**src/rtl/xover_coeff_loader.sv**
```systemverilog
// -----------------------------------------------------------------------------
// xover_coeff_loader
//
// SPI-slave (mode 0, MSB first) coefficient loader for the audio crossover.
// The host writes biquad coefficients into a shadow bank one frame at a time,
// then sends a COMMIT. The shadow bank is copied to the active bank on the
// next sample-sync pulse, so both IIR channels switch coefficients atomically
// between two samples.
//
// Frame: 8-bit address, then NBITS data bits for addresses 0x00..0x09.
//   0x00..0x04 : lp_a0, lp_a1, lp_a2, lp_b1, lp_b2
//   0x05..0x09 : hp_a0, hp_a1, hp_a2, hp_b1, hp_b2
//   0x80       : COMMIT (no data bits)
//
// Ports:
//   i_mck              system clock, everything on the rising edge
//   i_rst              synchronous active-high reset
//   i_sck/i_csn/i_mosi asynchronous SPI inputs, synchronised internally
//   i_sync             one-cycle sample-valid pulse shared with the IIRs
//   o_lp_* / o_hp_*    active coefficients (two's complement, NBITS wide)
//   o_pending          COMMIT received, waiting for i_sync
//   o_loaded           at least one commit completed since reset
//   o_err              sticky frame error, cleared by reset or a commit
// -----------------------------------------------------------------------------
module xover_coeff_loader #(
  parameter int NBITS       = 32,
  parameter int SYNC_STAGES = 2
) (
  input  logic             i_mck,
  input  logic             i_rst,
  input  logic             i_sck,
  input  logic             i_csn,
  input  logic             i_mosi,
  input  logic             i_sync,
  output logic [NBITS-1:0] o_lp_a0,
  output logic [NBITS-1:0] o_lp_a1,
  output logic [NBITS-1:0] o_lp_a2,
  output logic [NBITS-1:0] o_lp_b1,
  output logic [NBITS-1:0] o_lp_b2,
  output logic [NBITS-1:0] o_hp_a0,
  output logic [NBITS-1:0] o_hp_a1,
  output logic [NBITS-1:0] o_hp_a2,
  output logic [NBITS-1:0] o_hp_b1,
  output logic [NBITS-1:0] o_hp_b2,
  output logic             o_pending,
  output logic             o_loaded,
  output logic             o_err
);

  localparam int CNT_W = $clog2(NBITS + 1);

  typedef enum logic [1:0] {
    ST_IDLE    = 2'd0,
    ST_ADDR    = 2'd1,
    ST_DATA    = 2'd2,
    ST_WAIT_CS = 2'd3
  } state_t;

  // synchronisers and edge detection
  logic [SYNC_STAGES-1:0] sck_sync_r;
  logic [SYNC_STAGES-1:0] csn_sync_r;
  logic [SYNC_STAGES-1:0] mosi_sync_r;
  logic                   sck_prev_r;
  logic                   csn_prev_r;
  logic                   sck_s;
  logic                   csn_s;
  logic                   mosi_s;
  logic                   sck_rise_s;
  logic                   csn_fall_s;
  logic                   csn_rise_s;

  // frame state
  state_t                 state_r;
  logic [CNT_W-1:0]       bit_cnt_r;
  logic [6:0]             addr_r;     // top address bit is never needed after shifting
  logic [3:0]             idx_r;      // decoded coefficient index for the data phase
  logic [NBITS-2:0]       data_r;     // the last data bit is taken straight from mosi

  // decode helpers
  logic [7:0]             addr_next_s;
  logic [NBITS-1:0]       data_next_s;
  logic                   addr_done_s;
  logic                   commit_dec_s;
  logic                   err_set_s;
  logic                   copy_s;

  // coefficient banks and status
  logic [NBITS-1:0]       shadow_r [0:9];
  logic [NBITS-1:0]       active_r [0:9];
  logic                   pending_r;
  logic                   loaded_r;
  logic                   err_r;

  assign sck_s      = sck_sync_r[SYNC_STAGES-1];
  assign csn_s      = csn_sync_r[SYNC_STAGES-1];
  assign mosi_s     = mosi_sync_r[SYNC_STAGES-1];
  assign sck_rise_s = sck_s & ~sck_prev_r;
  assign csn_fall_s = ~csn_s & csn_prev_r;
  assign csn_rise_s = csn_s & ~csn_prev_r;

  // Synchronise the SPI pins. csn resets to "selected" so that a reset issued
  // mid-frame produces no false falling edge: the remainder of that frame is
  // ignored until the host deselects and selects again.
  always_ff @(posedge i_mck) begin
    if (i_rst) begin
      sck_sync_r  <= '0;
      csn_sync_r  <= '0;
      mosi_sync_r <= '0;
      sck_prev_r  <= 1'b0;
      csn_prev_r  <= 1'b0;
    end else begin
      sck_sync_r  <= {sck_sync_r[SYNC_STAGES-2:0], i_sck};
      csn_sync_r  <= {csn_sync_r[SYNC_STAGES-2:0], i_csn};
      mosi_sync_r <= {mosi_sync_r[SYNC_STAGES-2:0], i_mosi};
      sck_prev_r  <= sck_s;
      csn_prev_r  <= csn_s;
    end
  end

  // Decode of address completion, commit request, error events and commit copy.
  // A csn rise takes priority over an SCK edge in the same cycle (abort wins).
  always_comb begin
    addr_next_s  = {addr_r, mosi_s};
    data_next_s  = {data_r, mosi_s};
    addr_done_s  = 1'b0;
    commit_dec_s = 1'b0;
    err_set_s    = 1'b0;
    copy_s       = pending_r & i_sync;
    if ((state_r == ST_ADDR) && sck_rise_s && !csn_rise_s &&
        (bit_cnt_r == CNT_W'(7))) begin
      addr_done_s = 1'b1;
    end else begin
      addr_done_s = 1'b0;
    end
    if (addr_done_s && (addr_next_s == 8'h80)) begin
      commit_dec_s = 1'b1;
    end else begin
      commit_dec_s = 1'b0;
    end
    if (csn_rise_s && ((state_r == ST_ADDR) || (state_r == ST_DATA))) begin
      err_set_s = 1'b1;
    end else if (addr_done_s && (addr_next_s >= 8'd10) && (addr_next_s != 8'h80)) begin
      err_set_s = 1'b1;
    end else begin
      err_set_s = 1'b0;
    end
  end

  // Frame FSM: address/data shifting and shadow bank writes.
  always_ff @(posedge i_mck) begin
    if (i_rst) begin
      state_r   <= ST_IDLE;
      bit_cnt_r <= '0;
      addr_r    <= '0;
      idx_r     <= '0;
      data_r    <= '0;
      for (int i = 0; i < 10; i++) begin
        shadow_r[i] <= '0;
      end
    end else begin
      case (state_r)
        ST_IDLE: begin
          if (csn_fall_s) begin
            state_r   <= ST_ADDR;
            bit_cnt_r <= '0;
          end
        end
        ST_ADDR: begin
          if (csn_rise_s) begin
            state_r <= ST_IDLE;
          end else if (sck_rise_s) begin
            addr_r <= addr_next_s[6:0];
            if (addr_done_s) begin
              bit_cnt_r <= '0;
              idx_r     <= addr_next_s[3:0];
              if (addr_next_s < 8'd10) begin
                state_r <= ST_DATA;
              end else begin
                state_r <= ST_WAIT_CS;
              end
            end else begin
              bit_cnt_r <= bit_cnt_r + CNT_W'(1);
            end
          end
        end
        ST_DATA: begin
          if (csn_rise_s) begin
            state_r <= ST_IDLE;
          end else if (sck_rise_s) begin
            data_r <= data_next_s[NBITS-2:0];
            if (bit_cnt_r == CNT_W'(NBITS - 1)) begin
              shadow_r[idx_r] <= data_next_s;
              bit_cnt_r       <= '0;
              state_r         <= ST_WAIT_CS;
            end else begin
              bit_cnt_r <= bit_cnt_r + CNT_W'(1);
            end
          end
        end
        ST_WAIT_CS: begin
          if (csn_s) begin
            state_r <= ST_IDLE;
          end
        end
        default: begin
          state_r <= ST_IDLE;
        end
      endcase
    end
  end

  // Status flags. A new commit or a new error in the copy cycle is kept, since
  // it refers to a frame newer than the one being committed.
  always_ff @(posedge i_mck) begin
    if (i_rst) begin
      pending_r <= 1'b0;
      loaded_r  <= 1'b0;
      err_r     <= 1'b0;
    end else begin
      if (commit_dec_s) begin
        pending_r <= 1'b1;
      end else if (copy_s) begin
        pending_r <= 1'b0;
      end
      if (err_set_s) begin
        err_r <= 1'b1;
      end else if (copy_s) begin
        err_r <= 1'b0;
      end
      if (copy_s) begin
        loaded_r <= 1'b1;
      end
    end
  end

  // Active bank: copied from the (pre-write) shadow bank only on a commit.
  always_ff @(posedge i_mck) begin
    if (i_rst) begin
      for (int i = 0; i < 10; i++) begin
        active_r[i] <= '0;
      end
    end else if (copy_s) begin
      for (int i = 0; i < 10; i++) begin
        active_r[i] <= shadow_r[i];
      end
    end
  end

  assign o_lp_a0   = active_r[0];
  assign o_lp_a1   = active_r[1];
  assign o_lp_a2   = active_r[2];
  assign o_lp_b1   = active_r[3];
  assign o_lp_b2   = active_r[4];
  assign o_hp_a0   = active_r[5];
  assign o_hp_a1   = active_r[6];
  assign o_hp_a2   = active_r[7];
  assign o_hp_b1   = active_r[8];
  assign o_hp_b2   = active_r[9];
  assign o_pending = pending_r;
  assign o_loaded  = loaded_r;
  assign o_err     = err_r;

endmodule

```
**config.mk**
```make
export PLATFORM = sky130hd
export DESIGN_NAME = xover_coeff_loader
export DESIGN_NICKNAME = d
export VERILOG_FILES = /design/src/rtl/xover_coeff_loader.sv
export SDC_FILE = /design/constraint.sdc
export NUM_CORES = 1
export LEC_CHECK = 0
export BUFFER_PORTS_ARGS = -buffer_cell sky130_fd_sc_hd__buf_4
export CAP_MARGIN = 25
export CORE_MARGIN = 5
export CORE_UTILIZATION = 55
export CTS_CLUSTER_DIAMETER = 100
export CTS_CLUSTER_SIZE = 14
export DETAILED_ROUTE_END_ITERATION = 10
export GPL_TIMING_DRIVEN = 0
export PLACE_DENSITY = 0.74
export SLEW_MARGIN = 20
export SYNTH_ARGS = -nofsm -noshare
export SYNTH_HDL_FRONTEND = slang
export SYNTH_SLANG_ARGS = --single-unit
```
**constraint.sdc**
```tcl
create_clock -name i_mck -period 15.5 [get_ports i_mck]
set_clock_uncertainty 0.2 [all_clocks]
set_input_delay 3.1 -clock i_mck [delete_from_list [all_inputs] [get_ports i_mck]]
set_output_delay 3.1 -clock i_mck [all_outputs]
set_load 0.005 [all_outputs]
```
==> reports/results.tsv <==
stage	metric	value	unit
cts	maximum root-to-sink buffer count	3	
worst_setup_path	CP Data Arrival Time	5.51	ns
synth	synth unique cells	47	
sta	Final setup viols	0	
grt	antenna violations before repair	0	
cts	CTS Hold Bufs	0	
cts	# clock sinks	701	
cts	root buf cell	clkbuf_16	
final_layout	commonest non-fill, non-tap cells in the layout	edfxtp_1, buf_4, and2_1, nor2_1, clkbuf_1	
detailed_routing	DRC Markers	0	
sta	TNS Setup	0	ns
synth	Syn Area/Cell	14.9	um2
power	Overall Power	0.00353	W
detailed_routing	highest routed layer	met4	
final_layout	fin cells	2743	
cts	CTS Buf Count	56	
sta	achievable frequency	184	MHz
power	LEAKAGE	11.6	nW
power	share of power burned in registers	60.6	%
final_layout	Final Core Density	66.4	%
placement	Inst Count DP	2663	
power	Sw Ratio	19.6	%
worst_setup_path	CP Launch Type	input pin	
grt	first-pass GRT wire length	85.9	mm
synth	top cells by area, synth	edfxtp_1, and2_1, dfxtp_1	
sta	RSZ-0062 raised after global routing	no	
worst_setup_path	CP Class	input pin to register	
final_layout	ANT cells	0	
synth	prevailing post-synth register cell	edfxtp_1	
cts	CTS tree	done	
grt	grt total ovfl	0	
outcome	outcome	finished clean	
placement	gpl congestion	0.847	
detailed_routing	post-detailed-routing wire length	59.1	mm
synth	Synth async-reset ratio	0	%
synth	FF+latch count, synth	701	
power	pwr/cell area	115	nW/um2
detailed_routing	vias per inst	5.28	
detailed_routing	initial drt markers	1437	
sta	Fin. Hold Viols	0	
sta	Period Utilization, post-route	35.0	%
die	Initial Utilization	55.3	%
synth	Syn Inst Count	1713	
die	Placeable Area	46300	um2
worst_setup_path	CP startpoint	i_rst	
grt	largest net degree at the start of global routing	56	
synth	synth warn	0	
synth	top cell type's share of synthesized area	75.2	%
die	Ports	329	
sta	fin crit period	5.43	ns
final_layout	ratio of cells with drive above 1 in the final layout	21.3	%
power	Logic pwr share	3.6	%
worst_hold_path	hold_sp	mosi_sync_r[0]	
synth	Post-synth EDFFs	640	
power	Net Switching	0.000693	W
placement	post-DP HPWL	41.2	mm
detailed_routing	WL met1	23.0	mm
sta	Slew Viols, Final	0	
final_layout	NumNets Final	2127	
sta	max_slew headroom	31.6	%
grt	total track usage	22.8	%
detailed_routing	vias post-DR	14500	
die	die width	226	um
synth	Synth Net Count	1726	
power	Int Pwr	0.00284	W
grt	vias in the first global route	14000	
cts	H-tree Lvls	2	
worst_setup_path	Crit Path Max Fanout	55	
detailed_routing	DR WL/cell	21.5	um
worst_setup_path	worst endpoint required time	15.58	ns
die	die height	226	um
worst_setup_path	Setup crit end kind	register	
die	Die Area	50900	um2
final_layout	commonest non-fill, non-tap cell in the layout	edfxtp_1	
sta	Worst Tran Pin Value	1.03	ns
detailed_routing	Pre-antenna DRT Iters	5	
synth	Mapped Area	25600	um2
cts	post-CTS sizing	0	
cts	clk_lat worst skew	0.61	ns
synth	Synth area leader	edfxtp_1	
detailed_routing	WL met2	30.0	mm
cts	clock-pin slew on the worst setup and hold paths	0.07	ns
cts	setup bufs post-CTS	0	
worst_hold_path	Hold WC Path Type	register to register	
power	VDD IR max	0.101	mV
job	maxcap violations	0	
final_layout	Area Overhead vs Synth	20.2	%
power	clock group share of total power	35.8	%
worst_setup_path	reg2reg start	state_r[0]	
detailed_routing	WL met3	4.10	mm
die	Rows	79	
placement	Port Buffer Count	328	
synth	post-synthesis sequential area ratio	80.0	%
detailed_routing	final antenna-violating net count	0	
## stage by stage
stage               worst slack [ns]  cell area (um2)  hold slack [ns]
floorplan                       3.26            25600            0.214
global placement              -0.338            28800            0.222
detailed placement              9.48            29200            0.229
finish                         10.07            30700            0.239
CTS                            10.10            30700            0.245
global route                    9.97            30700            0.260
## synthesized netlist by cell type, types with 2 or more instances
library cell / count
a21oi_1: 45
a22oi_1: 2
a311oi_1: 2
a31oi_1: 4
and2_1: 322
and3_1: 2
buf_1: 4
buf_2: 3
buf_4: 3
clkbuf_1: 75
dfxtp_1: 61
edfxtp_1: 640
ha_1: 7
inv_1: 37
mux2i_1: 7
nand2_1: 81
nand2_2: 30
nand2b_1: 14
nand3_1: 12
nand4_1: 4
nand4b_1: 3
nor2_1: 305
nor2b_1: 11
nor3_1: 4
nor4_1: 2
o21ai_0: 9
o22ai_1: 2
or3_1: 3
## final timing paths
kind | endpoint | cells past startpoint | slack [ns]
min | mosi_sync_r[1] | 1 | 0.24
max | active_r[7][21] | 6 | 10.07
min reg2reg | mosi_sync_r[1] | 1 | 0.24
max reg2reg | shadow_r[7][30] | 8 | 11.88
## per-layer routing
metal / vias up / global-route usage, %
met4: 0 / 7.81
met3: 116 / 3.80
met5: - / 0
met2: 554 / 38.8
li1: 6681 / -
met1: 7138 / 30.3
## worst max-delay path, stage by stage
cell,delay [ns]
buf_4,0.13
clkbuf_1,0.44
clkbuf_1,0.48
nand2b_4,0.66
buf_16,0.33
buf_12,0.28
## area by class of cell
class | count | area (um2)
sequential | 701 | 20400
fill | 3207 | 15500
multi-input combinational | 889 | 4670
timing repair buffer | 343 | 2850
clock buffer | 79 | 1510
tap | 607 | 759
buffer | 86 | 340
inverter | 37 | 139
clock inverter | 1 | 16.3
## registers in the layout (all words and copies together) (netlist names), 4 cells and up
signal and count:
active_r 320, data_r 31, addr_r 7, shadow_r 320, idx_r 4, bit_cnt_r 6
## power groups by stage
stage | combinational [W] | sequential (W) | clock (W)
2_1_floorplan | 0.0000436 | 0.00219 | 0
3_3_place_gp | 0.000110 | 0.00220 | 0
3_5_place_dp | 0.000126 | 0.00218 | 0
4_1_cts | 0.000127 | 0.00214 | 0.00128
5_1_grt | 0.000134 | 0.00214 | 0.00136
6_report | 0.000125 | 0.00214 | 0.00127
## cell families after synthesis
| group | count (synthesis) | synth area share (%) |
|---|---|---|
| AOI/OAI and AO/OA | 73 | 1.64 |
| and+or+nand+nor | 802 | 15.9 |
| buffers and inverters | 123 | 1.87 |
| muxes | 7 | 0.274 |
| DFF | 701 | 80.0 |
| adders and majority gates | 7 | 0.343 |
(Power assumes the default switching activity.)
